$ cat src/rtl/led_scan_rom_ctrl_pkg.sv
// Shared types and constants for the seven-segment scan controller.
package disp_pkg;

  typedef enum logic [1:0] {
    ST_SCAN  = 2'd0,
    ST_FETCH = 2'd1,
    ST_LATCH = 2'd2
  } state_e;

  localparam logic [7:0] SSEG_OFF = 8'hFF;

  // Width of the slot counter for a given divider.
  function automatic int unsigned cnt_width(input int unsigned div);
    return $clog2(div);
  endfunction

endpackage

$ cat src/rtl/led_scan_rom_ctrl_if.sv
// Pattern-ROM read bus: registered address out, data back one cycle later.
interface led_scan_rom_ctrl_if;
  logic [3:0] rom_addr;
  logic [6:0] rom_data;

  modport master (output rom_addr, input rom_data);
  modport slave  (input rom_addr, output rom_data);
endinterface

$ cat src/rtl/led_scan_rom_ctrl_slot_timer.sv
// Digit-slot counter: counts 0..TICK_DIV-1, flags the prefetch cycle.
module disp_slot_timer #(
  parameter int unsigned TICK_DIV = 50000,
  parameter int unsigned CNT_W    = 16
) (
  input  logic clk,
  input  logic rst_n,
  input  logic clr,
  output logic pre_stb_c
);

  logic [CNT_W-1:0] cnt_q;
  logic [CNT_W-1:0] cnt_d;

  // Wrap at the end of the slot or when the scanner closes the slot.
  always_comb begin
    cnt_d = cnt_q + CNT_W'(1);
    if (clr || (cnt_q == CNT_W'(TICK_DIV - 1))) begin
      cnt_d = '0;
    end
  end

  // Slot counter register.
  always_ff @(posedge clk or negedge rst_n) begin
    if (!rst_n) begin
      cnt_q <= '0;
    end else begin
      cnt_q <= cnt_d;
    end
  end

  assign pre_stb_c = (cnt_q == CNT_W'(TICK_DIV - 3));

endmodule

$ cat src/rtl/led_scan_rom_ctrl.sv
// Seven-segment scan controller with ROM prefetch and single-edge output swap.
// Optional leading-zero suppression: define DISP_LZ_BLANK_EN.
module led_scan_rom_ctrl
  import disp_pkg::*;
#(
  parameter int unsigned N_DIG    = 8,
  parameter int unsigned TICK_DIV = 50000
) (
  input  logic                 clk,
  input  logic                 rst_n,
  input  logic [4*N_DIG-1:0]   hex_in,
  input  logic [N_DIG-1:0]     dp_in,
  input  logic [N_DIG-1:0]     blank_in,
  led_scan_rom_ctrl_if.master  rom,
  output logic [N_DIG-1:0]     an_n,
  output logic [7:0]           sseg_n
);

  localparam int unsigned IDX_W = $clog2(N_DIG);
  localparam int unsigned CNT_W = cnt_width(TICK_DIV);

  localparam logic [1:0] SCAN  = 2'(ST_SCAN);
  localparam logic [1:0] FETCH = 2'(ST_FETCH);
  localparam logic [1:0] LATCH = 2'(ST_LATCH);

  logic [1:0]       state_q, state_d;
  logic [IDX_W-1:0] idx_q, idx_d, nxt_c;
  logic [3:0]       rom_addr_q, rom_addr_d;
  logic [N_DIG-1:0] an_q, an_d;
  logic [7:0]       sseg_q, sseg_d;
  logic [N_DIG-1:0] blank_eff_c;
  logic             pre_stb_c;

  disp_slot_timer #(
    .TICK_DIV (TICK_DIV),
    .CNT_W    (CNT_W)
  ) u_slot_timer (
    .clk       (clk),
    .rst_n     (rst_n),
    .clr       (state_q == LATCH),
    .pre_stb_c (pre_stb_c)
  );

  // Next digit index with wrap to 0.
  always_comb begin
    nxt_c = idx_q + IDX_W'(1);
    if (idx_q == IDX_W'(N_DIG - 1)) begin
      nxt_c = '0;
    end
  end

`ifdef DISP_LZ_BLANK_EN
  logic [N_DIG-1:0] lz_c;
  logic             all_zero;

  // A digit is a leading zero if it and every digit above it are zero.
  always_comb begin
    lz_c     = '0;
    all_zero = 1'b1;
    for (int i = N_DIG - 1; i > 0; i--) begin
      all_zero = all_zero & (hex_in[4*i +: 4] == 4'h0);
      lz_c[i]  = all_zero;
    end
    blank_eff_c = blank_in | lz_c;
  end
`else
  // Blanking comes from the register block only.
  always_comb begin
    blank_eff_c = blank_in;
  end
`endif

  // Scan sequencing: prefetch next pattern, then swap anode and segments together.
  always_comb begin
    state_d    = state_q;
    idx_d      = idx_q;
    rom_addr_d = rom_addr_q;
    an_d       = an_q;
    sseg_d     = sseg_q;
    case (state_q)
      SCAN: begin
        if (pre_stb_c) begin
          rom_addr_d = hex_in[{nxt_c, 2'b00} +: 4];
          state_d    = FETCH;
        end
      end
      FETCH: begin
        state_d = LATCH;
      end
      LATCH: begin
        sseg_d  = {~dp_in[nxt_c], rom.rom_data};
        an_d    = blank_eff_c[nxt_c] ? '1 : ~(N_DIG'(1) << nxt_c);
        idx_d   = nxt_c;
        state_d = SCAN;
      end
      default: begin
        state_d = SCAN;
      end
    endcase
  end

  // State and output registers.
  always_ff @(posedge clk or negedge rst_n) begin
    if (!rst_n) begin
      state_q    <= SCAN;
      idx_q      <= '0;
      rom_addr_q <= 4'h0;
      an_q       <= '1;
      sseg_q     <= SSEG_OFF;
    end else begin
      state_q    <= state_d;
      idx_q      <= idx_d;
      rom_addr_q <= rom_addr_d;
      an_q       <= an_d;
      sseg_q     <= sseg_d;
    end
  end

  assign rom.rom_addr = rom_addr_q;
  assign an_n         = an_q;
  assign sseg_n       = sseg_q;

endmodule

$ cat src/flat_wrapper.sv
// flat-port wrapper written by rule: the top's interface ports become plain ports
module led_scan_rom_ctrl_flat import disp_pkg::*;
#(
  parameter int unsigned N_DIG    = 8,
  parameter int unsigned TICK_DIV = 50000
)
  (clk, rst_n, hex_in, dp_in, blank_in, an_n, sseg_n, rom_rom_addr, rom_rom_data);
  led_scan_rom_ctrl_if rom_i ();
  input  logic clk;
  input  logic rst_n;
  input  logic [4*N_DIG-1:0] hex_in;
  input  logic [N_DIG-1:0] dp_in;
  input  logic [N_DIG-1:0] blank_in;
  output logic [N_DIG-1:0] an_n;
  output logic [7:0] sseg_n;
  output wire logic [$bits(rom_i.rom_addr)-1:0] rom_rom_addr;
  input wire logic [$bits(rom_i.rom_data)-1:0] rom_rom_data;
  assign rom_rom_addr = rom_i.rom_addr;
  assign rom_i.rom_data = rom_rom_data;
  led_scan_rom_ctrl #(.N_DIG(N_DIG), .TICK_DIV(TICK_DIV)) u_core (.clk(clk), .rst_n(rst_n), .hex_in(hex_in), .dp_in(dp_in), .blank_in(blank_in), .rom(rom_i), .an_n(an_n), .sseg_n(sseg_n));
endmodule
$ cat config.mk
export PLATFORM = sky130hd
export DESIGN_NAME = led_scan_rom_ctrl_flat
export DESIGN_NICKNAME = d
export VERILOG_FILES = /design/src/rtl/led_scan_rom_ctrl_pkg.sv /design/src/rtl/led_scan_rom_ctrl_if.sv /design/src/rtl/led_scan_rom_ctrl_slot_timer.sv /design/src/rtl/led_scan_rom_ctrl.sv /design/src/flat_wrapper.sv
export SDC_FILE = /design/constraint.sdc
export NUM_CORES = 1
export LEC_CHECK = 0
export CORE_MARGIN = 1.5
export CORE_UTILIZATION = 51
export CTS_BUF_LIST = sky130_fd_sc_hd__clkbuf_4
export CTS_CLUSTER_SIZE = 28
export DETAILED_ROUTE_END_ITERATION = 16
export PLACE_DENSITY = 0.88
export SLEW_MARGIN = 0
export SYNTH_ARGS = -nofsm -noshare
export SYNTH_HDL_FRONTEND = slang
export SYNTH_SLANG_ARGS = --single-unit
$ cat constraint.sdc
create_clock -name clk -period 3.3 [get_ports clk]
set_input_delay 0.66 -clock clk [delete_from_list [all_inputs] [get_ports clk]]
set_output_delay 0.66 -clock clk [all_outputs]
set_load 0.02 [all_outputs]
; ---- Yosys cells after proc, flatten, opt, wreduce, memory -nomap -nowiden
; Index checks and enable logic that the tools add are counted.
[op_classes]
multipliers = 0
shifts = 2
eq_ne = 6
reduce_logical = 3
bitwise = 2
n_lt_le_gt_ge = 1
muxes = 9
n_addsub = 2
n_div = 0
[ops]
columns = cell, count
row1 = $eq A16 B16 Y1 const B, 2
row2 = $shiftx A32 B6 Y4, 1
row3 = $add A16 B1 Y16 const B, 1
row4 = $mux W16, 1
row5 = $mux W8, 1
row6 = $not A8 Y8, 1
row7 = $shl A1 B3 Y8 const A, 1
row8 = $bmux W1 S3, 2
row9 = $lt A3 B4 Y1 const B, 1
row10 = $pmux W2 S2, 1
row11 = $add A3 B1 Y3 const B, 1
row12 = $eq A3 B3 Y1 const B, 1
row13 = $mux W3, 1
row14 = $eq A2 B1 Y1 const B, 1
row15 = $eq A2 B2 Y1 const B, 1
row16 = $logic_not A2 Y1, 1
row17 = $mux W1, 2
row18 = $mux W2, 1
row19 = $ne A2 B1 Y1 const B, 1
row20 = $reduce_and A2 Y1, 1
row21 = $logic_or A1 B1 Y1, 1
row22 = $not A1 Y1, 1
[word_totals]
ram_bits = 0
inputBits = 57
ff_bits = 41
memories = 0
rom_bits = 0
word_cells = 31
latch_bits = 0
out_inout_bits = 20

; ---- Logic depth before layout (Yosys ltp)
; Gate-level depths: netlist of run 1.
[logic_depth]
word_depth = 5
depth_mapped = 7
ltp_nobuf = 6

; ---- Hierarchy
; Synthesis of run 1 repeated with hierarchy kept, for this count alone.
[unflattened]
cells_unflattened = 231
hier_area_um2 = 2265.9
[by_module_without_submodules]
columns = module, seq_area_each_um2, cells_per_inst, area_each_um2, instances
row1 = led_scan_rom_ctrl, 645.6, 149, 1402.6, 1
row2 = disp_slot_timer, 400.4, 82, 863.3, 1

; ---- Worst setup path before layout of run 1
; No wires, ideal clock.
[synth_timing]
kind = flip-flop to flip-flop
startpoint = register u_core.idx_q[0]
endpoint = register u_core.rom_addr_q[1], in the netlist u_core.rom.rom_addr[1]
arrival_ns = 1.691
path_buffers = 2
setup_ns = 0.132
synth_period_minus_slack_ns = 1.823
stages_incl_launch_ff = 8
required_ns = 3.168
setup_slack_ns = 1.477
path_cell_list = dfrtp_1 -> ha_1 -> buf_2 -> nor2b_1 -> or2_0 -> buf_2 -> a2111oi_0 -> o31ai_1
[synth_between]
elab_chain_len = 3
elab_cells_between_ends = 4
cone_classes = 1 x add/sub / 1 x eq/ne / 1 x shift / 1 x mux
[synth_rtl]
columns = item, line_no
row1 = start: declaration, led_scan_rom_ctrl.sv:27  ; logic [IDX_W-1:0] idx_q, idx_d, nxt_c;
row2 = start signal: assignment, led_scan_rom_ctrl.sv:112  ; idx_q <= idx_d;
row3 = $add A3 B1 Y3 / $eq A3 B3 Y1 (equally long branches), "led_scan_rom_ctrl.sv:46, led_scan_rom_ctrl.sv:47"
row4 = $mux W3 (*), led_scan_rom_ctrl.sv:47  ; if (idx_q == IDX_W'(N_DIG - 1)) begin
row5 = $shiftx A32 B6 Y4 (*), led_scan_rom_ctrl.sv:83  ; rom_addr_d = hex_in[{nxt_c, 2'b00} +: 4];
row6 = end signal: assignment, led_scan_rom_ctrl.sv:113  ; rom_addr_q <= rom_addr_d;
row7 = end: declaration, led_scan_rom_ctrl.sv:28  ; logic [3:0] rom_addr_q, rom_addr_d;
; Every way passes the cells marked *; elsewhere a longest branch is shown, timed or not.
; A chain may end at the register's enable or synchronous reset.

; ---- Final worst setup path of run 1
; Ends and elaborated chain as after synthesis.

==> qor_table.md, run 1 <==
| Step | Item | Reported |
| --- | --- | --- |
| place | # port buffers | 76 |
| synthesis | Unique masters post-synth | 48 |
| timing | Final setup violation count | 0 |
| status | Outcome | complete, no violations |
| synthesis | Synthesized area divided by synthesized cell count | 9.82 um^2 |
| routing | Final routed wire length divided by cell count | 13.9 um |
| power | Switching pwr | 0.184 mW |
| floorplanning | Area of the die | 4900 um^2 |
| cells and area | Antenna diodes | 0 |
| routing | DRT antenna net count | 0 |
| floorplanning | Ports | 77 |
| place | Weighted congestion reported at the end of routability-driven placement | 0.823 |
| timing | Achievable clock frequency | 0.458 GHz |
| grt | Largest net degree at the start of global routing | 42 |
| clock network | Post-cts sizing count | 0 |
| timing | Unrepaired setup endpoints after global routing | no |
| place | Instance count after placement with tap cells included | 350 |
| synthesis | Cell type with the highest aggregate area in the netlist | sky130_fd_sc_hd__dfrtp_1 |
| cells and area | Most frequent cells in the layout | 75 x sky130_fd_sc_hd__clkdlybuf4s50_1, 30 x sky130_fd_sc_hd__nand2_1, 25 x sky130_fd_sc_hd__dfrtp_1, 18 x sky130_fd_sc_hd__nor2_1, 16 x sky130_fd_sc_hd__dfstp_2 |
| cells and area | Proportion of layout cells with a drive suffix above 1 | 0.124 |
| cells and area | Area Growth Syn to Fin | 37.9% |
| floorplanning | Core Footprint | 4320 um^2 |
| worst setup path | Worst setup EP type | flop |
| clock network | Number of hold buffers added after CTS | 0 |
| cells and area | Commonest non-fill, non-tap cell in the layout | sky130_fd_sc_hd__clkdlybuf4s50_1 |
| clock network | TritonCTS clock tree | done |
| routing | Drt first-iter violations | 101 |
| floorplanning | Die X-Extent | 70.0 um |
| synthesis | Sequential fraction of the synthesis area | 0.457 |
| synthesis | Gate Count Post-Synth | 233 |
| synthesis | Area share of the leading cell type in the synthesized netlist | 0.274 |
| power | Peak supply drop | 0.000140 V |
| clock network | Number of H-tree levels | 2 |
| clock network | Deepest clock path buffer count | 2 |
| worst setup path | Launching element type of the critical path | flop |
| worst setup path | Slowest cell delay on critical path | 620 ps |
| timing | Final number of hold-violating endpoints | 0 |
| cells and area | Final Instance Area | 3150 um^2 |
| clock network | Buffer cell driving the clock tree root | sky130_fd_sc_hd__clkbuf_4 |
| synthesis | Multiplexer area fraction after synthesis | 0.0563 |
| clock network | Number of buffers inserted during clock tree synthesis | 5 |
| synthesis | Synth Area in XOR/XNOR | 0.0421 |
| power | Leakage power | 1.24 nW |
| worst setup path | CP arrival | 2410 ps |
| cells and area | Net count, final | 366 |
| power | Clock group share of total power | 0.400 |
| job | Max_cap viols | 0 |
| grt | GRT Total Usage | 0.224 |
| routing | Number of vias per cell | 5.66 |
| power | Internal power summed over all cells | 0.803 mW |
| grt | Overall overflow remaining after global route | 0 |
| synthesis | Area contributors post-synth | sky130_fd_sc_hd__dfrtp_1 27%, sky130_fd_sc_hd__dfstp_2 18%, sky130_fd_sc_hd__nand2_1 4.9%, sky130_fd_sc_hd__mux2i_1 3.5%, sky130_fd_sc_hd__o21ai_0 3.3% |
| place | Dpl hpwl | 3850 um |
| power | Switching part of the total power | 0.187 |
| synthesis | Compound-Gate Fraction of Synth Area | 0.159 |
| synthesis | Largest family of logic cells by synthesized area | simple AND/OR/NAND/NOR gates |
| floorplanning | Effective utilization at floorplan | 0.529 |
| timing | Setup skew after layout | 9.51 ps |
| routing | Met2 wire length | 2380 um |
| place | DP Area | 3050 um^2 |
| routing | Routed vias | 2025 |
| timing | Slew Viols, Final | 0 |
| clock network | Number of sinks on the clock net | 41 |
| cells and area | Number of filler instances in the final layout | 332 |
| power | Share of power burned in registers | 0.510 |
| routing | Detailed Routing Iterations Pass 1 | 4 |
| timing | Slew HR | 0.438 |
| floorplanning | Cell row count | 24 |
| routing | Top metal layer carrying routed signals | met4 |
| timing | Final Cycle Share | 0.662 |
| power | Logic gate share of total power | 0.090 |
| timing | Sum of negative setup slack | 0 ps |
| worst setup path | Ordered cell list for the critical path | ha_1, nor2b_1, or2_0, a2111oi_0, o31ai_1 |
| synthesis | Post-synthesis instance area | 2290 um^2 |
| clock network | Worst-skew pair later-pin latency | 350 ps |
| synthesis | Synthesis warning total | 0 |
| routing | Wire length on met3 | 366 um |
| clock network | Clock transition time at the flip-flop clock pins of the worst setup and hold paths | 120 ps |
| routing | M1 WL | 2090 um |
| synthesis | Net count of the mapped netlist | 294 |
| grt | Via count of the first global-routing pass | 1984 |
| worst setup path | Start-to-end type of the worst setup path | flop to flop |
| routing | Drt total wl | 4970 um |
| synthesis | Post-synthesis register bit count | 41 |
| synthesis | Adder and majority gate portion of the synthesized area | 0.0219 |
| grt | Wire length of the first global-routing pass | 8800 um |
| cells and area | Layout Cells excl Fill | 358 |
| grt | Antenna violations before repair | 0 |
| synthesis | Post-synthesis share of cell area spent on and, or, nand and nor gates | 0.220 |
| worst setup path | Setup slack of the most critical reg-to-reg path | 1120 ps |
| power | PD cells | 313 nW/um^2 |
| timing | Slew at the pin closest to its max-slew limit | 843 ps |
| worst setup path | Highest fanout seen on the critical path | 17 |
| floorplanning | Die Span Y | 70.0 um |
| worst setup path | Required time at the worst-slack endpoint | 3530 ps |
| routing | Post-route DRC | 0 |
| timing | Worst slack on hold paths | 404 ps |
| clock network | Number of setup buffers added after CTS | 0 |
| timing | Clock period minus final worst setup slack | 2180 ps |
| worst setup path | Cell with the largest stage delay on the worst path | sky130_fd_sc_hd__ha_1 |
| min path | Worst hold path type | input port to asynchronous set/reset pin |
| power | Final total power | 0.987 mW |
[worst max-delay path: cells and delay by family (launching register included)]
kind	cells	cell delay, ps
AO/OA/AOI/OAI	2	550
adder cells (fa/ha/maj)	1	620
AND/OR/NAND/NOR	2	480
flip-flops	1	410
[synth_stat cells, drive strengths merged]
cell and count:
nand2 30, dfrtp 25, nor2 18, o21ai 17, dfstp 16, nand3 13
mux2i 8, xor2 8, buf 7, clkbuf 7, nand4 7, o22a 7
a21oi 6, a221oi 6, o31ai 6, inv 5, nand2b 5, ha 4
mux2 4, and3 3, nor2b 3, o32a 3, or2 3, xnor2 3
nor3 2, nor3b 2, nor4b 2, o221ai 2, or3 2, a2111oi 1
a211oi 1, and2 1, and4 1, and4b 1, o2111ai 1, o211a 1
or3b 1, or4 1
[worst paths after layout]
check / startpoint / endpoint / cells past startpoint
worst max-delay path: u_core.idx_q[0] / u_core.rom.rom_addr[1] / 5
worst min-delay path: rst_n / u_core.u_slot_timer.cnt_q[1] / 1
worst max register to register: u_core.idx_q[0] / u_core.rom.rom_addr[1] / 5
worst min register to register: u_core.sseg_n[5] / u_core.sseg_n[5] / 2
max in group asynchronous: rst_n / u_core.rom.rom_addr[3] / 1
min in group clk: u_core.sseg_n[5] / u_core.sseg_n[5] / 2
[per-layer routing]
layer / up-vias / track usage
li1: 990 / -
met1: 939 / 0.283
met2: 85 / 0.363
met3: 11 / 0.0620
met4: 0 / 0.0897
met5: - / 0
[power by group through the flow]
stage	clock network, mW	registers [mW]	logic [mW]
floorplan	0	0.512	0.0122
global route	0.426	0.504	0.0968
global placement	0	0.512	0.0890
finish	0.395	0.503	0.0885
CTS	0.403	0.503	0.0897
detailed placement	0	0.512	0.0894
[state kept, by name (all words and copies together), names as in the netlist]
signal / count
u_core.an_n: 8
u_core.idx_q: 3
u_core.rom.rom_addr: 4
u_core.sseg_n: 8
u_core.state_q: 2
u_core.u_slot_timer.cnt_q: 16
[cells by family after synthesis]
family                     Yosys count
and+or+nand+nor                     95
AOI/OAI and AO/OA                   51
DFF                                 41
buffers and inverters               19
muxes                               12
xor gates and xnor gates            11
adders and majority gates            4
[metrics by stage]
step | setup WS [ps] | util
floorplan | 1480 | -
finish | 1120 | 0.729
global placement | 1180 | 0.706
global route | 916 | 0.729
CTS | 1110 | 0.729
detailed placement | 1140 | 0.706
[final cells by class]
type	count	area (um^2)	area share
flip-flops and latches	41	1050	0.332
multi-input cells	173	1140	0.363
clock inverters	3	65.1	0.0206
well taps	52	65.1	0.0206
repair buffers	79	778	0.247
clock buffers	5	37.5	0.0119
inverters	5	18.8	0.00595
Note: power is estimated with default switching activity, not from simulation.
==> run 2, diff against run 1 <==
CORE_UTILIZATION = 43   (was 51)
PLACE_DENSITY = 0.79   (was 0.88)
clock period = 2 ns   (was 3.3 ns; I/O delays follow)
==> qor_table.md, run 2 (synthesized netlist as in run 1, its figures left out) <==
| Step | Item | Reported |
| --- | --- | --- |
| clock network | Number of buffers inserted during clock tree synthesis | 5 |
| floorplanning | Cell row count | 26 |
| status | Outcome | complete, no violations |
| worst setup path | Worst setup EP type | output port |
| timing | Slew Viols, Final | 0 |
| grt | Overall overflow remaining after global route | 0 |
| timing | Setup skew after layout | 15.3 ps |
| worst setup path | CP arrival | 1510 ps |
| cells and area | Area Growth Syn to Fin | 41.2% |
| place | Instance count after placement with tap cells included | 378 |
| timing | Min setup slack post-route | 94.3 ps |
| place | Dpl hpwl | 4260 um |
| grt | Wire length of the first global-routing pass | 9410 um |
| clock network | Number of hold buffers added after CTS | 0 |
| timing | Sum of negative setup slack | 0 ps |
| cells and area | Most frequent cells in the layout | 75 x sky130_fd_sc_hd__clkdlybuf4s50_1, 30 x sky130_fd_sc_hd__nand2_1, 25 x sky130_fd_sc_hd__dfrtp_1, 18 x sky130_fd_sc_hd__nor2_1, 16 x sky130_fd_sc_hd__dfstp_2 |
| min path | Worst hold path type | input port to asynchronous set/reset pin |
| place | # port buffers | 76 |
| cells and area | Proportion of layout cells with a drive suffix above 1 | 0.149 |
| power | PD cells | 470 nW/um^2 |
| clock network | Buffer cell driving the clock tree root | sky130_fd_sc_hd__clkbuf_4 |
| job | Max_cap viols | 0 |
| routing | Drt total wl | 5400 um |
| timing | Slew HR | 0.556 |
| grt | GRT Total Usage | 0.199 |
| worst setup path | Worst setup path startpoint | u_core.an_n[3] |
| timing | Achievable clock frequency | 0.525 GHz |
| cells and area | Commonest non-fill, non-tap cell in the layout | sky130_fd_sc_hd__clkdlybuf4s50_1 |
| floorplanning | Die Span Y | 75.9 um |
| worst setup path | Worst Reg2Reg Path Length in Cells | 6 |
| cells and area | Net count, final | 376 |
| clock network | Worst-skew pair later-pin latency | 350 ps |
| clock network | Number of H-tree levels | 2 |
| floorplanning | Effective utilization at floorplan | 0.448 |
| timing | Final setup violation count | 0 |
| timing | Worst slack on hold paths | 64.5 ps |
| timing | Slew at the pin closest to its max-slew limit | 667 ps |
| worst setup path | Start-to-end type of the worst setup path | flop to output port |
| worst setup path | Crit Reg-Reg Startpoint | u_core.idx_q[1] |
| clock network | TritonCTS clock tree | done |
| worst setup path | Cell with the largest stage delay on the worst path | sky130_fd_sc_hd__clkdlybuf4s50_1 |
| power | Clock group share of total power | 0.353 |
| clock network | Deepest clock path buffer count | 2 |
| timing | Final number of hold-violating endpoints | 0 |
| cells and area | Largest register FFs | 16 |
| floorplanning | Core Footprint | 5110 um^2 |
| worst setup path | Capturing element of the worst setup path | an_n[3] |
| clock network | Number of setup buffers added after CTS | 0 |
| worst setup path | Launching element type of the critical path | flop |
| clock network | Post-cts sizing count | 0 |
| worst setup path | Setup slack of the most critical reg-to-reg path | 110 ps |
| timing | Final Cycle Share | 0.953 |
| grt | Largest net degree at the start of global routing | 32 |
| power | Final total power | 1.52 mW |
| grt | Antenna violations before repair | 0 |
| power | Logic gate share of total power | 0.099 |
| place | Weighted congestion reported at the end of routability-driven placement | 0.867 |
| power | Peak supply drop | 0.000291 V |
| floorplanning | Die X-Extent | 75.9 um |
| power | Leakage power | 1.27 nW |
| clock network | Clock transition time at the flip-flop clock pins of the worst setup and hold paths | 130 ps |
| routing | Number of vias per cell | 5.35 |
| power | Switching part of the total power | 0.209 |
| worst setup path | Slowest cell delay on critical path | 600 ps |
| clock network | Number of sinks on the clock net | 41 |
| timing | Clock period minus final worst setup slack | 1910 ps |
| worst setup path | Largest delay share family, worst path | buffers and inverters |
| cells and area | Layout Cells excl Fill | 386 |
| floorplanning | Area of the die | 5770 um^2 |
| routing | Detailed Routing Iterations Pass 1 | 4 |
| routing | Routed vias | 2065 |
| worst setup path | Ordered cell list for the critical path | clkdlybuf4s50_1 |
| floorplanning | Ports | 77 |
| routing | DRT antenna net count | 0 |
| power | Switching pwr | 0.317 mW |
| power | Share of power burned in registers | 0.548 |
| worst setup path | Highest fanout seen on the critical path | 2 |
| timing | Unrepaired setup endpoints after global routing | no |
| place | Post-Place Worst Slack | 123 ps |
| worst setup path | Total number of cells along the worst setup path | 1 |
| cells and area | Top reg by flops | u_core.u_slot_timer.cnt_q |
| grt | Via count of the first global-routing pass | 2088 |
| routing | Drt first-iter violations | 66 |
| power | Internal power summed over all cells | 1.20 mW |
| cells and area | Antenna diodes | 0 |
| worst setup path | Count of buffer and inverter cells on the critical path | 1 |
| routing | Final routed wire length divided by cell count | 14.0 um |
| worst setup path | Required time at the worst-slack endpoint | 1600 ps |
| routing | Post-route DRC | 0 |
| worst setup path | Reg2Reg Capture Point | u_core.sseg_n[7] |
==> run 2: cell types whose count changed in the layout (fill, tap and decap cells not counted) <==
cell,before,now
sky130_fd_sc_hd__a2111oi_0,1,0
sky130_fd_sc_hd__a2111oi_1,0,1
sky130_fd_sc_hd__clkinv_1,0,1
sky130_fd_sc_hd__bufinv_16,2,1
sky130_fd_sc_hd__buf_4,3,13
sky130_fd_sc_hd__clkinvlp_4,0,1
sky130_fd_sc_hd__clkinv_2,1,0
==> run 2: worst min-delay path by stage <==
stage / start / endpoint / slack [ps]
2_1_floorplan: rst_n / u_core.idx_q[0] / 100
3_3_place_gp: u_core.sseg_n[6] / u_core.sseg_n[6] / 450
3_5_place_dp: u_core.sseg_n[4] / u_core.sseg_n[4] / 450
4_1_cts: rst_n / u_core.u_slot_timer.cnt_q[9] / 80
5_1_grt: rst_n / u_core.u_slot_timer.cnt_q[9] / 100
6_report: rst_n / u_core.u_slot_timer.cnt_q[2] / 60
==> run 2: layer usage <==
| metal | GRT usage | part of all wire | routed length (um) | vias up |
|---|---|---|---|---|
| met1 | 0.231 | 0.40 | 2160 | 979 |
| met5 | 0 | 0 | 0 | - |
| li1 | - | - | - | 1009 |
| met2 | 0.363 | 0.52 | 2830 | 72 |
| met4 | 0.0444 | 0.0083 | 45 | 0 |
| met3 | 0.0590 | 0.066 | 357 | 5 |
==> run 2: through the flow <==
| step | area, um^2 | utilization |
|---|---|---|
| 2_1_floorplan | 2290 | - |
| 3_3_place_gp | 3150 | 0.617 |
| 3_5_place_dp | 3150 | 0.617 |
| 4_1_cts | 3230 | 0.632 |
| 5_1_grt | 3230 | 0.632 |
| 6_report | 3230 | 0.632 |
==> run 2: layout make-up <==
type                            count  area, um^2
Timing Repair Buffer               89         853
Tap cell                           70        87.6
Clock inverter                      3        41.3
Fill cell                         443        1880
Multi-Input combinational cell    173        1140
Clock buffer                        5        37.5
Inverter                            5        18.8
Sequential cell                    41        1050
==> run 2: power groups by stage <==
| stage | Sequential (mW) | Clock (mW) | Combinational [mW] |
|---|---|---|---|
| finish | 0.831 | 0.535 | 0.151 |
| global route | 0.831 | 0.579 | 0.164 |
| CTS | 0.831 | 0.550 | 0.154 |
| detailed placement | 0.845 | 0 | 0.153 |
| global placement | 0.845 | 0 | 0.152 |
| floorplan | 0.845 | 0 | 0.0201 |
